`src/rtl/mips_bus_lsu_if.sv`:
```
// Bundle between the MIPS core, the load/store unit and the Avalon-MM bus.
// The master modport is the LSU view; the slave modport is the core/memory side.
interface mips_bus_lsu_if #(
    parameter int ADDR_W = 32
);
    logic              req_valid;
    logic              req_ready;
    logic              req_write;
    logic [2:0]        req_op;
    logic              req_signed;
    logic [ADDR_W-1:0] req_addr;
    logic [31:0]       req_wdata;
    logic [31:0]       req_rt_old;
    logic              resp_valid;
    logic [31:0]       resp_rdata;
    logic              resp_err;
    logic [ADDR_W-1:0] address;
    logic              read;
    logic              write;
    logic [3:0]        byteenable;
    logic [31:0]       writedata;
    logic              waitrequest;
    logic [31:0]       readdata;

    modport master (
        input  req_valid, req_write, req_op, req_signed, req_addr, req_wdata, req_rt_old,
        input  waitrequest, readdata,
        output req_ready, resp_valid, resp_rdata, resp_err,
        output address, read, write, byteenable, writedata
    );

    modport slave (
        output req_valid, req_write, req_op, req_signed, req_addr, req_wdata, req_rt_old,
        output waitrequest, readdata,
        input  req_ready, resp_valid, resp_rdata, resp_err,
        input  address, read, write, byteenable, writedata
    );
endinterface

```
`src/rtl/mips_bus_lsu.sv`:
```
// Load/store unit: one core request at a time onto Avalon-MM, with byte lanes,
// sub-word extension, LWL/LWR merge, selectable endianness and timeout abort.
module mips_bus_lsu #(
    parameter int ADDR_W     = 32,
    parameter bit BIG_ENDIAN = 1'b1,
    parameter int TIMEOUT    = 255
) (
    input logic            clk,
    input logic            reset,
    mips_bus_lsu_if.master bus
);
    typedef enum logic [1:0] {ST_IDLE = 2'd0, ST_BUS = 2'd1, ST_DONE = 2'd2} state_e;

    localparam logic [2:0] OP_BYTE  = 3'd0;
    localparam logic [2:0] OP_HALF  = 3'd1;
    localparam logic [2:0] OP_WORD  = 3'd2;
    localparam logic [2:0] OP_LEFT  = 3'd3;
    localparam logic [2:0] OP_RIGHT = 3'd4;
    // Counter only needs to reach TIMEOUT-1: the abort fires on the edge that would make it TIMEOUT.
    localparam int CNT_W = (TIMEOUT > 1) ? $clog2(TIMEOUT) : 1;
    localparam logic [CNT_W-1:0] CNT_LAST = (TIMEOUT > 0) ? CNT_W'(TIMEOUT - 1) : '0;

    state_e            state_q, state_d;
    logic              ready_q, ready_d;
    logic              read_q, read_d, write_q, write_d;
    logic [ADDR_W-1:0] addr_q, addr_d;
    logic [3:0]        be_q, be_d;
    logic [31:0]       wdata_q, wdata_d;
    logic              resp_valid_q, resp_valid_d, resp_err_q, resp_err_d;
    logic [31:0]       rdata_q, rdata_d;
    logic [2:0]        op_q, op_d;
    logic              signed_q, signed_d;
    logic [1:0]        off_q, off_d;
    logic [31:0]       rt_old_q, rt_old_d;
    logic [CNT_W-1:0]  cnt_q, cnt_d;

    function automatic logic [31:0] bswap(input logic [31:0] x);
        return {x[7:0], x[15:8], x[23:16], x[31:24]};
    endfunction

    function automatic logic is_illegal(input logic wr, input logic [2:0] op, input logic [1:0] b);
        logic bad;
        case (op)
            OP_BYTE:           bad = 1'b0;
            OP_HALF:           bad = b[0];
            OP_WORD:           bad = (b != 2'b00);
            OP_LEFT, OP_RIGHT: bad = wr;
            default:           bad = 1'b1;
        endcase
        return bad;
    endfunction

    function automatic logic [3:0] lane_enable(input logic [2:0] op, input logic [1:0] b);
        logic [3:0] m;
        case (op)
            OP_BYTE: m = 4'b0001 << b;
            OP_HALF: m = 4'b0011 << b;
            default: m = 4'b1111;
        endcase
        return m;
    endfunction

    // Half stores are naturally aligned, so the lane pair is simply replicated.
    function automatic logic [31:0] store_data(input logic [2:0] op, input logic [31:0] wd);
        logic [31:0] d;
        case (op)
            OP_BYTE: d = {4{wd[7:0]}};
            OP_HALF: d = BIG_ENDIAN ? {2{wd[7:0], wd[15:8]}} : {2{wd[15:0]}};
            default: d = BIG_ENDIAN ? bswap(wd) : wd;
        endcase
        return d;
    endfunction

    function automatic logic [31:0] load_data(input logic [2:0] op, input logic sgn, input logic [1:0] b,
                                              input logic [31:0] rd, input logic [31:0] rt);
        logic [31:0] w, r;
        logic [7:0]  byte_v;
        logic [15:0] half_raw, half_v;
        logic [1:0]  bp, bq;
        logic [4:0]  sh_l, sh_r;
        w        = BIG_ENDIAN ? bswap(rd) : rd;
        byte_v   = 8'(rd >> {b, 3'b000});
        half_raw = 16'(rd >> {b, 3'b000});
        half_v   = BIG_ENDIAN ? {half_raw[7:0], half_raw[15:8]} : half_raw;
        bp       = BIG_ENDIAN ? b : (2'd3 - b);
        bq       = 2'd3 - bp;
        sh_l     = {bp, 3'b000};
        sh_r     = {bq, 3'b000};
        case (op)
            OP_BYTE:  r = {{24{sgn & byte_v[7]}}, byte_v};
            OP_HALF:  r = {{16{sgn & half_v[15]}}, half_v};
            OP_WORD:  r = w;
            OP_LEFT:  r = (w << sh_l) | (rt & ~(32'hFFFF_FFFF << sh_l));
            OP_RIGHT: r = (w >> sh_r) | (rt & ~(32'hFFFF_FFFF >> sh_r));
            default:  r = 32'h0000_0000;
        endcase
        return r;
    endfunction

    // Next-state and registered-output computation.
    always_comb begin
        state_d      = state_q;
        read_d       = read_q;
        write_d      = write_q;
        addr_d       = addr_q;
        be_d         = be_q;
        wdata_d      = wdata_q;
        resp_valid_d = 1'b0;
        resp_err_d   = 1'b0;
        rdata_d      = 32'h0000_0000;
        op_d         = op_q;
        signed_d     = signed_q;
        off_d        = off_q;
        rt_old_d     = rt_old_q;
        cnt_d        = cnt_q;
        case (state_q)
            ST_IDLE: begin
                if (bus.req_valid) begin
                    op_d     = bus.req_op;
                    signed_d = bus.req_signed;
                    off_d    = bus.req_addr[1:0];
                    rt_old_d = bus.req_rt_old;
                    if (is_illegal(bus.req_write, bus.req_op, bus.req_addr[1:0])) begin
                        state_d      = ST_DONE;
                        resp_valid_d = 1'b1;
                        resp_err_d   = 1'b1;
                    end else begin
                        state_d = ST_BUS;
                        read_d  = ~bus.req_write;
                        write_d = bus.req_write;
                        addr_d  = {bus.req_addr[ADDR_W-1:2], 2'b00};
                        be_d    = lane_enable(bus.req_op, bus.req_addr[1:0]);
                        wdata_d = bus.req_write ? store_data(bus.req_op, bus.req_wdata) : 32'h0000_0000;
                        cnt_d   = '0;
                    end
                end else begin
                    state_d = ST_IDLE;
                end
            end
            ST_BUS: begin
                if (!bus.waitrequest) begin
                    state_d      = ST_DONE;
                    read_d       = 1'b0;
                    write_d      = 1'b0;
                    resp_valid_d = 1'b1;
                    rdata_d      = read_q ? load_data(op_q, signed_q, off_q, bus.readdata, rt_old_q)
                                          : 32'h0000_0000;
                end else if ((TIMEOUT != 0) && (cnt_q == CNT_LAST)) begin
                    state_d      = ST_DONE;
                    read_d       = 1'b0;
                    write_d      = 1'b0;
                    resp_valid_d = 1'b1;
                    resp_err_d   = 1'b1;
                end else begin
                    cnt_d = cnt_q + CNT_W'(1);
                end
            end
            ST_DONE: state_d = ST_IDLE;
            default: state_d = ST_IDLE;
        endcase
        ready_d = (state_d == ST_IDLE);
    end

    // State and output registers.
    always_ff @(posedge clk or negedge reset) begin
        if (!reset) begin
            state_q      <= ST_IDLE;
            ready_q      <= 1'b1;
            read_q       <= 1'b0;
            write_q      <= 1'b0;
            addr_q       <= '0;
            be_q         <= 4'b0000;
            wdata_q      <= 32'h0000_0000;
            resp_valid_q <= 1'b0;
            resp_err_q   <= 1'b0;
            rdata_q      <= 32'h0000_0000;
            op_q         <= 3'd0;
            signed_q     <= 1'b0;
            off_q        <= 2'd0;
            rt_old_q     <= 32'h0000_0000;
            cnt_q        <= '0;
        end else begin
            state_q      <= state_d;
            ready_q      <= ready_d;
            read_q       <= read_d;
            write_q      <= write_d;
            addr_q       <= addr_d;
            be_q         <= be_d;
            wdata_q      <= wdata_d;
            resp_valid_q <= resp_valid_d;
            resp_err_q   <= resp_err_d;
            rdata_q      <= rdata_d;
            op_q         <= op_d;
            signed_q     <= signed_d;
            off_q        <= off_d;
            rt_old_q     <= rt_old_d;
            cnt_q        <= cnt_d;
        end
    end

    assign bus.req_ready  = ready_q;
    assign bus.read       = read_q;
    assign bus.write      = write_q;
    assign bus.address    = addr_q;
    assign bus.byteenable = be_q;
    assign bus.writedata  = wdata_q;
    assign bus.resp_valid = resp_valid_q;
    assign bus.resp_err   = resp_err_q;
    assign bus.resp_rdata = rdata_q;
endmodule

```
`src/flat_wrapper.sv`:
```
// flat-port wrapper written by rule: the top's interface ports become plain ports
module mips_bus_lsu_flat 
#(
    parameter int ADDR_W     = 32,
    parameter bit BIG_ENDIAN = 1'b1,
    parameter int TIMEOUT    = 255
)
  (clk, reset, bus_req_valid, bus_req_write, bus_req_op, bus_req_signed, bus_req_addr, bus_req_wdata, bus_req_rt_old, bus_waitrequest, bus_readdata, bus_req_ready, bus_resp_valid, bus_resp_rdata, bus_resp_err, bus_address, bus_read, bus_write, bus_byteenable, bus_writedata);
  mips_bus_lsu_if #(.ADDR_W(ADDR_W)) bus_i ();
  input logic clk;
  input logic reset;
  input wire logic [$bits(bus_i.req_valid)-1:0] bus_req_valid;
  input wire logic [$bits(bus_i.req_write)-1:0] bus_req_write;
  input wire logic [$bits(bus_i.req_op)-1:0] bus_req_op;
  input wire logic [$bits(bus_i.req_signed)-1:0] bus_req_signed;
  input wire logic [$bits(bus_i.req_addr)-1:0] bus_req_addr;
  input wire logic [$bits(bus_i.req_wdata)-1:0] bus_req_wdata;
  input wire logic [$bits(bus_i.req_rt_old)-1:0] bus_req_rt_old;
  input wire logic [$bits(bus_i.waitrequest)-1:0] bus_waitrequest;
  input wire logic [$bits(bus_i.readdata)-1:0] bus_readdata;
  output wire logic [$bits(bus_i.req_ready)-1:0] bus_req_ready;
  output wire logic [$bits(bus_i.resp_valid)-1:0] bus_resp_valid;
  output wire logic [$bits(bus_i.resp_rdata)-1:0] bus_resp_rdata;
  output wire logic [$bits(bus_i.resp_err)-1:0] bus_resp_err;
  output wire logic [$bits(bus_i.address)-1:0] bus_address;
  output wire logic [$bits(bus_i.read)-1:0] bus_read;
  output wire logic [$bits(bus_i.write)-1:0] bus_write;
  output wire logic [$bits(bus_i.byteenable)-1:0] bus_byteenable;
  output wire logic [$bits(bus_i.writedata)-1:0] bus_writedata;
  assign bus_i.req_valid = bus_req_valid;
  assign bus_i.req_write = bus_req_write;
  assign bus_i.req_op = bus_req_op;
  assign bus_i.req_signed = bus_req_signed;
  assign bus_i.req_addr = bus_req_addr;
  assign bus_i.req_wdata = bus_req_wdata;
  assign bus_i.req_rt_old = bus_req_rt_old;
  assign bus_i.waitrequest = bus_waitrequest;
  assign bus_i.readdata = bus_readdata;
  assign bus_req_ready = bus_i.req_ready;
  assign bus_resp_valid = bus_i.resp_valid;
  assign bus_resp_rdata = bus_i.resp_rdata;
  assign bus_resp_err = bus_i.resp_err;
  assign bus_address = bus_i.address;
  assign bus_read = bus_i.read;
  assign bus_write = bus_i.write;
  assign bus_byteenable = bus_i.byteenable;
  assign bus_writedata = bus_i.writedata;
  mips_bus_lsu #(.ADDR_W(ADDR_W), .BIG_ENDIAN(BIG_ENDIAN), .TIMEOUT(TIMEOUT)) u_core (.clk(clk), .reset(reset), .bus(bus_i));
endmodule
```
`config.mk`:
```
export PLATFORM = sky130hd
export DESIGN_NAME = mips_bus_lsu_flat
export DESIGN_NICKNAME = d
export VERILOG_FILES = /design/src/rtl/mips_bus_lsu_if.sv /design/src/rtl/mips_bus_lsu.sv /design/src/flat_wrapper.sv
export SDC_FILE = /design/constraint.sdc
export NUM_CORES = 1
export LEC_CHECK = 0
export ABC_CLOCK_PERIOD_IN_PS = 2600
export CAP_MARGIN = 25
export CORE_ASPECT_RATIO = 1.5
export CORE_MARGIN = 2
export CORE_UTILIZATION = 47
export CTS_CLUSTER_SIZE = 8
export DETAILED_ROUTE_END_ITERATION = 16
export PLACE_DENSITY = 0.81
export SLEW_MARGIN = 15
export SYNTH_ARGS = -nofsm -noshare
export SYNTH_HDL_FRONTEND = slang
export SYNTH_SLANG_ARGS = --single-unit
export TNS_END_PERCENT = 20
```
`constraint.sdc`:
```
create_clock -name clk -period 2.6 [get_ports clk]
set_input_delay 0.52 -clock clk [delete_from_list [all_inputs] [get_ports clk]]
set_output_delay 0.52 -clock clk [all_outputs]
set_load 0.005 [all_outputs]
```
; ---- Yosys cells after proc, flatten, opt, wreduce, memory -nomap -nowiden
; Cells that the tools add are included.
[totals]
ff_bits = 151
input_bits = 137
out_inout_bits = 105
wordCells = 94
[classes]
addsub = 2
eq_ne = 15
shifts = 7
muxes = 35
bitwise = 9
reduce_logical = 11
[ops]
columns = operator, count
row1 = $pmux 32 s5, 1
row2 = $mux 32, 4
row3 = $and 32x32->32, 2
row4 = $not 32->32, 2
row5 = $or 32x32->32, 2
row6 = $pmux 24 s2, 1
row7 = $mux 8, 4
row8 = $shl 32x5->32, 1
row9 = $shl 32x5->32 const A, 1
row10 = $shr 32x5->16, 1
row11 = $shr 32x5->32, 1
row12 = $shr 32x5->32 const A, 1
row13 = $pmux 8 s2, 1
row14 = $mux 1, 13
row15 = $eq 3x2->1 const B, 4
row16 = $add 8x1->8 const B, 1
row17 = $eq 8x8->1 const B, 1
row18 = $mux 2, 4
row19 = $ne 2x2->1 const B, 4
row20 = $pmux 1 s2, 4
row21 = $pmux 4 s2, 1
row22 = $eq 3x1->1 const B, 2
row23 = $eq 3x3->1 const B, 2
row24 = $logic_not 3->1, 2
row25 = 16 further kinds, 19

; ---- Logic depth before layout (Yosys ltp)
[logic_depth]
ltp_word = 9
mapped_depth = 8
mapped_depth_nobuf = 6

; ---- Worst setup path after synthesis
; Ideal clock, no wire load.
[synth_path]
kind = input to register
startpoint = in bus_req_op[0]
endpoint = reg u_core.wdata_q[15], in the netlist u_core.bus.writedata[15]
arrival_ps = 2024
t_required_ps = 2473
path_slack_ps = 449
cell_stages = 8
path_buffers = 4
cell_sequence = clkbuf_1 > or2_2 > a211o_1 > buf_6 > nand2_4 > buf_8 > buf_6 > mux2_1
[synth_via]
elab_chain_len = 7
word_cells_on_any_way = 13
[synth_lines]
columns = element, line
row1 = from (decl), flat_wrapper.sv:14  ; input wire logic [$bits(bus_i.req_op)-1:0] bus_req_op;
row2 = $eq 3x2->1 or $eq 3x3->1 (tied branches), mips_bus_lsu.sv:43  ; case (op)
row3 = $reduce_or 2->1, mips_bus_lsu.sv:43
row4 = $pmux 1 s4, mips_bus_lsu.sv:43
row5 = $mux 1, mips_bus_lsu.sv:118  ; if (bus.req_valid) begin
row6 = $mux 1, mips_bus_lsu.sv:116  ; case (state_q)
row7 = $not 1->1 (no source line), -
row8 = $reduce_and 3->1 (no source line), -
row9 = to (signal assigned), mips_bus_lsu.sv:189  ; wdata_q <= wdata_d;
row10 = to (decl), mips_bus_lsu.sv:28  ; logic [31:0] wdata_q, wdata_d;
; Parallel ways exist; a longest one is shown, timed or not. The select of a mux whose other input is x is not followed.
; A chain may end at the register's enable or synchronous reset.

; ---- Worst setup path after layout
[layout_path]
startpoint = in bus_req_op[1]
endpoint = reg u_core.wdata_q[20], in the netlist u_core.bus.writedata[20]
; The elaborated chain is that of the path after synthesis.

==> run summary <==
Clocking
* sky130_fd_sc_hd__clkbuf_16 — root buffer cell
* 410 ps — Clock Latency Late Sink
* 0 — hold buffer count at cts
* 2 — clk buf depth
* 0 — # Post-CTS Setup Buffers
* 4 — Max H-tree Level
* built — clock tree from TritonCTS
* 0 — number of instances resized during post-cts repair
* 151 — sinks on the clock net
* 17 — Num CTS Buffers
* 60 ps — clock transition at the registers of the reported paths

Critical path
* input pin — sort of element at the start of the critical path
* 2830 ps — CP Data Required Time
* 17 — Worst Path Max Fanout
* in -> reg — start-to-end type of the worst setup path
* flip-flop — sort of element at the end of the critical path
* 2560 ps — Crit path arrival time

STA
* 2330 ps — min Tclk post-route
* 0 — Max Transition Viols Final
* 10.7 ps — post-route clock skew
* 1000 ps — worst-margin pin slew
* 89.5% — period utilization
* 0 — Final setup violation count
* 32.8% — worst slew margin relative to its limit
* 0 — hold violation count in the final report
* 0.430 GHz — f_max
* no — setup repair after global routing missed its margin

Die
* 16300 sq um — placeable core area
* 48.0% — Starting Density
* 57 — row cnt
* 17700 sq um — die area
* 242 — I/O pins
* 109 um — DIE WIDTH
* 162 um — Die Ht

Yosys
* 13.4% — multiplexer share of the synthesized area
* 100% — fraction of registers with async set/reset
* 48.4% — register area share after synthesis
* sky130_fd_sc_hd__dfrtp_1 — leading register cell type out of synthesis
* 799 — post-synthesis instance total
* 17.7% — Compound-Gate Fraction of Synth Area
* 15.6% — Synth Area in Simple Gates
* 0.337% — XOR/XNOR Fraction of Synth Area
* compound AO/OA/AOI/OAI gates — dominant combinational cell family by area after synthesis
* 61 — count of unique library cells instantiated by Yosys
* 0.321% — Synth Area in Adders
* 7800 sq um — synthesized cell area
* 151 — number of storage elements in the synthesis netlist
* 0 — count of warnings emitted by yosys
* 0 — number of flops mapped to enable cells by yosys
* 9.77 sq um — mean instance size in the synthesized netlist

Layout
* 1252 — count of non-filler cells in the finished layout
* 11.3% — fraction of final layout cells with drive strength greater than 1
* 3780 sq um — FF/Latch Area
* 68.4% — final core area utilization
* 1274 — Fillers
* 42.4% — area delta synth->final
* 1172 — final net count
* 3710 sq um — area used by multi-input combinational logic
* 0 — n_diodes

Place
* 1220 — number of placed instances with taps included
* 0.923 — Final GP Congestion
* 239 — count of input and output buffers
* 17700 um — Detailed Place HPWL

Route
* 400 — Detailed Route Iter0 Violations
* 5.72 — DR vias/cell
* 7165 — total via count after detailed routing
* 19.4 um — WL/cell
* 24300 um — aggregate routed wire length
* 0 — detailed-route DRC error count
* 6 — number of iterations in the first detailed-routing pass
* 0 — count of antenna-violating nets left after detailed routing

Power and ir drop
* 533 uV — worst IR drop on VDD
* 32.2% — Switching Fraction
* 0.00301 W — NetSw
* 0.00632 W — Int Pwr
* 37.2% — sequential power share
* 4.75 nW — LEAKAGE
* 35.8% — Logic pwr share
* 840 nW/um^2 — Cell Pwr Density
* 27.1% — Clk pwr share

Global route
* 0 — overflow left after global routing
* 27.8% — total global-route track usage
* 7281 — via count of the first global-routing pass
* 37800 um — wire length of the first global-routing pass
* 61 — largest net degree at the start of global routing
* 0 — initial antenna violation count

Hold path
* in -> async — HP Class

Run status
* finished, final reports clean — result of the run

Job
* 0 — number of violations of the max-capacitance limit

[per-stage QoR]
| step | setup slack (ps) | instance area (sq um) | total power (W) | setup TNS (ps) | hold slack [ps] |
|---|---|---|---|---|---|
| floorplan | 449 | 7810 | 0.00510 | 0 | 224 |
| global placement | 5.22 | 10500 | 0.00671 | 0 | 463 |
| detailed placement | -146 | 10500 | 0.00681 | -1140 | 472 |
| CTS | 305 | 11100 | 0.00935 | 0 | 102 |
| global route | 113 | 11100 | 0.00979 | 0 | 135 |
| finish | 272 | 11100 | 0.00933 | 0 | 89.6 |
[worst max-delay path: stages]
cell and delay [ps]:
sky130_fd_sc_hd__clkdlybuf4s50_1 600, sky130_fd_sc_hd__o21ai_0 160, sky130_fd_sc_hd__and4b_1 240, sky130_fd_sc_hd__nor2_1 770, sky130_fd_sc_hd__o21ai_0 260
[synth_stat cells (11+ instances only)]
| library cell | instances | area [sq um] |
|---|---|---|
| sky130_fd_sc_hd__a22oi_1 | 16 | 120 |
| sky130_fd_sc_hd__mux2_2 | 28 | 315 |
| sky130_fd_sc_hd__nand3_1 | 37 | 185 |
| sky130_fd_sc_hd__nand2_1 | 167 | 627 |
| sky130_fd_sc_hd__mux2i_1 | 57 | 571 |
| sky130_fd_sc_hd__o22ai_1 | 11 | 68.8 |
| sky130_fd_sc_hd__nor2_1 | 19 | 71.3 |
| sky130_fd_sc_hd__a21boi_0 | 16 | 120 |
| sky130_fd_sc_hd__clkbuf_1 | 44 | 165 |
| sky130_fd_sc_hd__o21ai_0 | 57 | 285 |
| sky130_fd_sc_hd__a21oi_1 | 22 | 110 |
| sky130_fd_sc_hd__a31oi_1 | 26 | 163 |
| sky130_fd_sc_hd__dfrtp_1 | 150 | 3750 |
[layout make-up]
cell class,count,area share (%)
Inverter,4,0.135
Tap cell,206,2.32
Clock buffer,21,4.05
Clock inverter,11,1.34
Sequential cell,151,34.0
Timing Repair Buffer,278,24.7
Multi-Input combinational cell,581,33.4
[sequential cells by signal (all words and copies together) (netlist names)]
name and flops:
u_core.bus.address 30, u_core.bus.byteenable 4, u_core.bus.read 1, u_core.bus.req_ready 1
u_core.bus.resp_err 1, u_core.bus.resp_rdata 32, u_core.bus.resp_valid 1, u_core.bus.write 1
u_core.bus.writedata 32, u_core.cnt_q 8, u_core.off_q 2, u_core.op_q 3
u_core.rt_old_q 32, u_core.signed_q 1, u_core.state_q 2
[kinds of logic (layout without fill, tap and decap cells)]
logic type	after synthesis	count (layout)
other	1	2
muxes	96	96
DFF	151	151
AOI/OAI and AO/OA	207	207
adders and majority gates	2	2
and+or+nand+nor	271	271
buffers and inverters	68	314
xor gates and xnor gates	3	3
[final timing paths]
path	from	to	slack, ps	cells after the start
max reg2reg	u_core.op_q[1]$_DFFE_PN0P_	u_core.bus.resp_rdata[25]$_DFF_PN0_	410	5
max in group asynchronous	reset	u_core.bus.req_ready$_DFF_PN1_	1790	2
min in group clk	u_core.bus.writedata[25]$_DFFE_PN0P_	u_core.bus.writedata[25]$_DFFE_PN0P_	490	2
max	bus_req_op[1]	u_core.bus.writedata[20]$_DFFE_PN0P_	270	5
min	reset	u_core.rt_old_q[19]$_DFFE_PN0P_	90	1
min reg2reg	u_core.bus.writedata[25]$_DFFE_PN0P_	u_core.bus.writedata[25]$_DFFE_PN0P_	490	2
[layout by cell type (no fill, tap or decap), types with 3 or more instances in the layout]
cell type,instances
sky130_fd_sc_hd__a211o_1,9
sky130_fd_sc_hd__a211oi_1,9
sky130_fd_sc_hd__a21boi_0,16
sky130_fd_sc_hd__a21oi_1,22
sky130_fd_sc_hd__a222oi_1,8
sky130_fd_sc_hd__a22oi_1,16
sky130_fd_sc_hd__a311o_1,8
sky130_fd_sc_hd__a31oi_1,26
sky130_fd_sc_hd__buf_12,5
sky130_fd_sc_hd__buf_4,34
sky130_fd_sc_hd__bufinv_16,3
sky130_fd_sc_hd__clkbuf_1,3
sky130_fd_sc_hd__clkbuf_16,17
sky130_fd_sc_hd__clkdlybuf4s50_1,238
sky130_fd_sc_hd__clkinvlp_4,3
sky130_fd_sc_hd__dfrtp_1,148
sky130_fd_sc_hd__inv_1,4
sky130_fd_sc_hd__mux2_2,28
sky130_fd_sc_hd__mux2_4,10
sky130_fd_sc_hd__mux2i_1,57
sky130_fd_sc_hd__nand2_1,167
sky130_fd_sc_hd__nand2b_1,10
sky130_fd_sc_hd__nand3_1,37
sky130_fd_sc_hd__nand3b_1,4
sky130_fd_sc_hd__nand4b_1,4
sky130_fd_sc_hd__nor2_1,18
sky130_fd_sc_hd__nor2b_1,9
sky130_fd_sc_hd__nor3_1,4
sky130_fd_sc_hd__o211ai_1,4
sky130_fd_sc_hd__o21ai_0,57
sky130_fd_sc_hd__o221ai_1,9
sky130_fd_sc_hd__o22ai_1,11
sky130_fd_sc_hd__or2_2,3
[per-layer routing]
metal | track usage [%] | share of wire (%) | up-vias
met5 | 0 | 0 | -
met4 | 12.4 | 4.3 | 0
met3 | 6.70 | 7.5 | 71
met2 | 48.6 | 52 | 337
met1 | 31.7 | 36 | 3406
li1 | - | - | 3351
[power by group through the flow]
stage | clock (W) | combinational [W] | sequential [W]
4_1_cts | 0.00256 | 0.00333 | 0.00347
5_1_grt | 0.00264 | 0.00360 | 0.00354
2_1_floorplan | 0 | 0.00175 | 0.00334
3_5_place_dp | 0 | 0.00331 | 0.00349
6_report | 0.00252 | 0.00334 | 0.00347
3_3_place_gp | 0 | 0.00323 | 0.00347
Power figures use the tool's default switching activity.
==> edit: new RTL, same flow settings <==
Re-encode `state_e` (3 states) as one-hot, 3 bits wide.
--- a/src/rtl/mips_bus_lsu.sv
+++ b/src/rtl/mips_bus_lsu.sv
@@ -9,7 +9,7 @@
     input logic            reset,
     mips_bus_lsu_if.master bus
 );
-    typedef enum logic [1:0] {ST_IDLE = 2'd0, ST_BUS = 2'd1, ST_DONE = 2'd2} state_e;
+    typedef enum logic [2:0] {ST_IDLE = 3'b001, ST_BUS = 3'b010, ST_DONE = 3'b100} state_e;
 
     localparam logic [2:0] OP_BYTE  = 3'd0;
     localparam logic [2:0] OP_HALF  = 3'd1;
Formal check against the unedited RTL: no difference found for any inputs over 4 cycles, from zero or initial values and one cycle with reset low; so few cycles prove little.
==> edit against the original RTL <==
Final area rose by 1.2%. Register-to-register slack got worse by 30 ps. Via count up 4.5%. Combinational power grew 24%. Routed wire length grew 9.5%. Sequential cell count rose by 1. Total power up 10%. Area after synthesis increased by 1.7%. Count of clock-buffer cells in the layout down 4. Worst setup slack better by 110 ps. Critical endpoint is now u_core.bus.resp_rdata[24]. Largest power group is now combinational cells. Highest routed layer unchanged.
==> edit: results (changes against the original RTL) <==
* Hold WS at 60.22 ps (-29.41 ps)
* FF-to-FF End: u_core.bus.resp_rdata[24]
* Crit path max fanout at 27 (+10)
* Arrival @ worst endpoint at 2580 ps (+20 ps)
* Post-place setup slack at 141.6 ps (+287.2 ps)
* 1st-pass router iterations at 5 (-1)
* Signal buffers at 284 (+2.2%)
* Largest net degree at the start of global routing at 63 (+3.3%)
* LEAKAGE at 4.942 nW (+4.1%)
* P_int at 6.577 mW (+4.0%)
* Placer congestion estimate at 1.003 (+8.7%)
* Slew at the pin closest to its max-slew limit at 712.8 ps (-291.0 ps)
* Post-layout net count at 1,182 (+0.85%)
* CP max stage cell: dfrtp_2
* Share of layout cells above drive strength 1 at 9.754% (-1.5 points)
* Clock share of power at 23.8% (-3.3 points)
* NonClk Buf Share at 24.51% (-0.22 points)
* Outcome: finished, final reports clean
* VDD IR max at 533.6 µV (about the same)
* Clk cell area share at 5.174% (-0.22 points)
* R2r startpoint: u_core.off_q[1]
* Clock skew at 10.57 ps (-0.1116 ps)
* Post-Layout Cell Count at 1,266 (+1.1%)
* Starting DRT DRC Count at 409 (+2.3%)
* CTS Sinks at 152 (+0.66%)
[edit: cell types whose count changed after synthesis, moves of 16 or more]
| cell | unedited run | this run |
|---|---|---|
| a21boi_0 | 16 | 0 |
| a21o_1 | 1 | 19 |
| a21oi_1 | 22 | 38 |
| a31oi_1 | 26 | 10 |
| mux2_1 | 1 | 41 |
| mux2_2 | 28 | 0 |
| nand2_1 | 167 | 132 |
| o21ai_0 | 57 | 29 |
| o21ai_1 | 1 | 45 |
[edit: routing by layer]
metal | part of all wire (%) | track usage, % | wire, µm
met5 | 0 | 0 | 0
met4 | 6.6 | 19.39 | 1752
met3 | 7.1 | 6.903 | 1891
met2 | 52 | 52.40 | 13720
met1 | 35 | 32.16 | 9215
[edit: worst max path at each step]
stage	endpoint	cells after the start	slack [ps]	startpoint
after floorplan	u_core.bus.address[10]	6	650	bus_req_op[0]
after global placement	u_core.bus.address[20]	6	240	bus_req_op[1]
after detailed placement	u_core.bus.address[24]	6	140	bus_req_op[1]
after CTS	u_core.bus.resp_rdata[16]	4	430	u_core.off_q[1]
after global routing	u_core.bus.resp_rdata[27]	5	330	u_core.off_q[1]
final	u_core.bus.resp_rdata[24]	5	380	u_core.off_q[1]
[edit: cells by family (layout without fill, tap and decap cells)]
| group | count (synthesis) | count (layout) | share of synthesized area, % |
|---|---|---|---|
| other | 1 | 2 | 0.04727 |
| AND/OR/NAND/NOR | 239 | 239 | 14.07 |
| adder cells (fa/ha/maj) | 2 | 2 | 0.3154 |
| flip-flops | 152 | 152 | 47.98 |
| AO/OA/AOI/OAI | 242 | 242 | 20.74 |
| buffers and inverters | 77 | 326 | 4.306 |
| multiplexers | 93 | 93 | 12.54 |
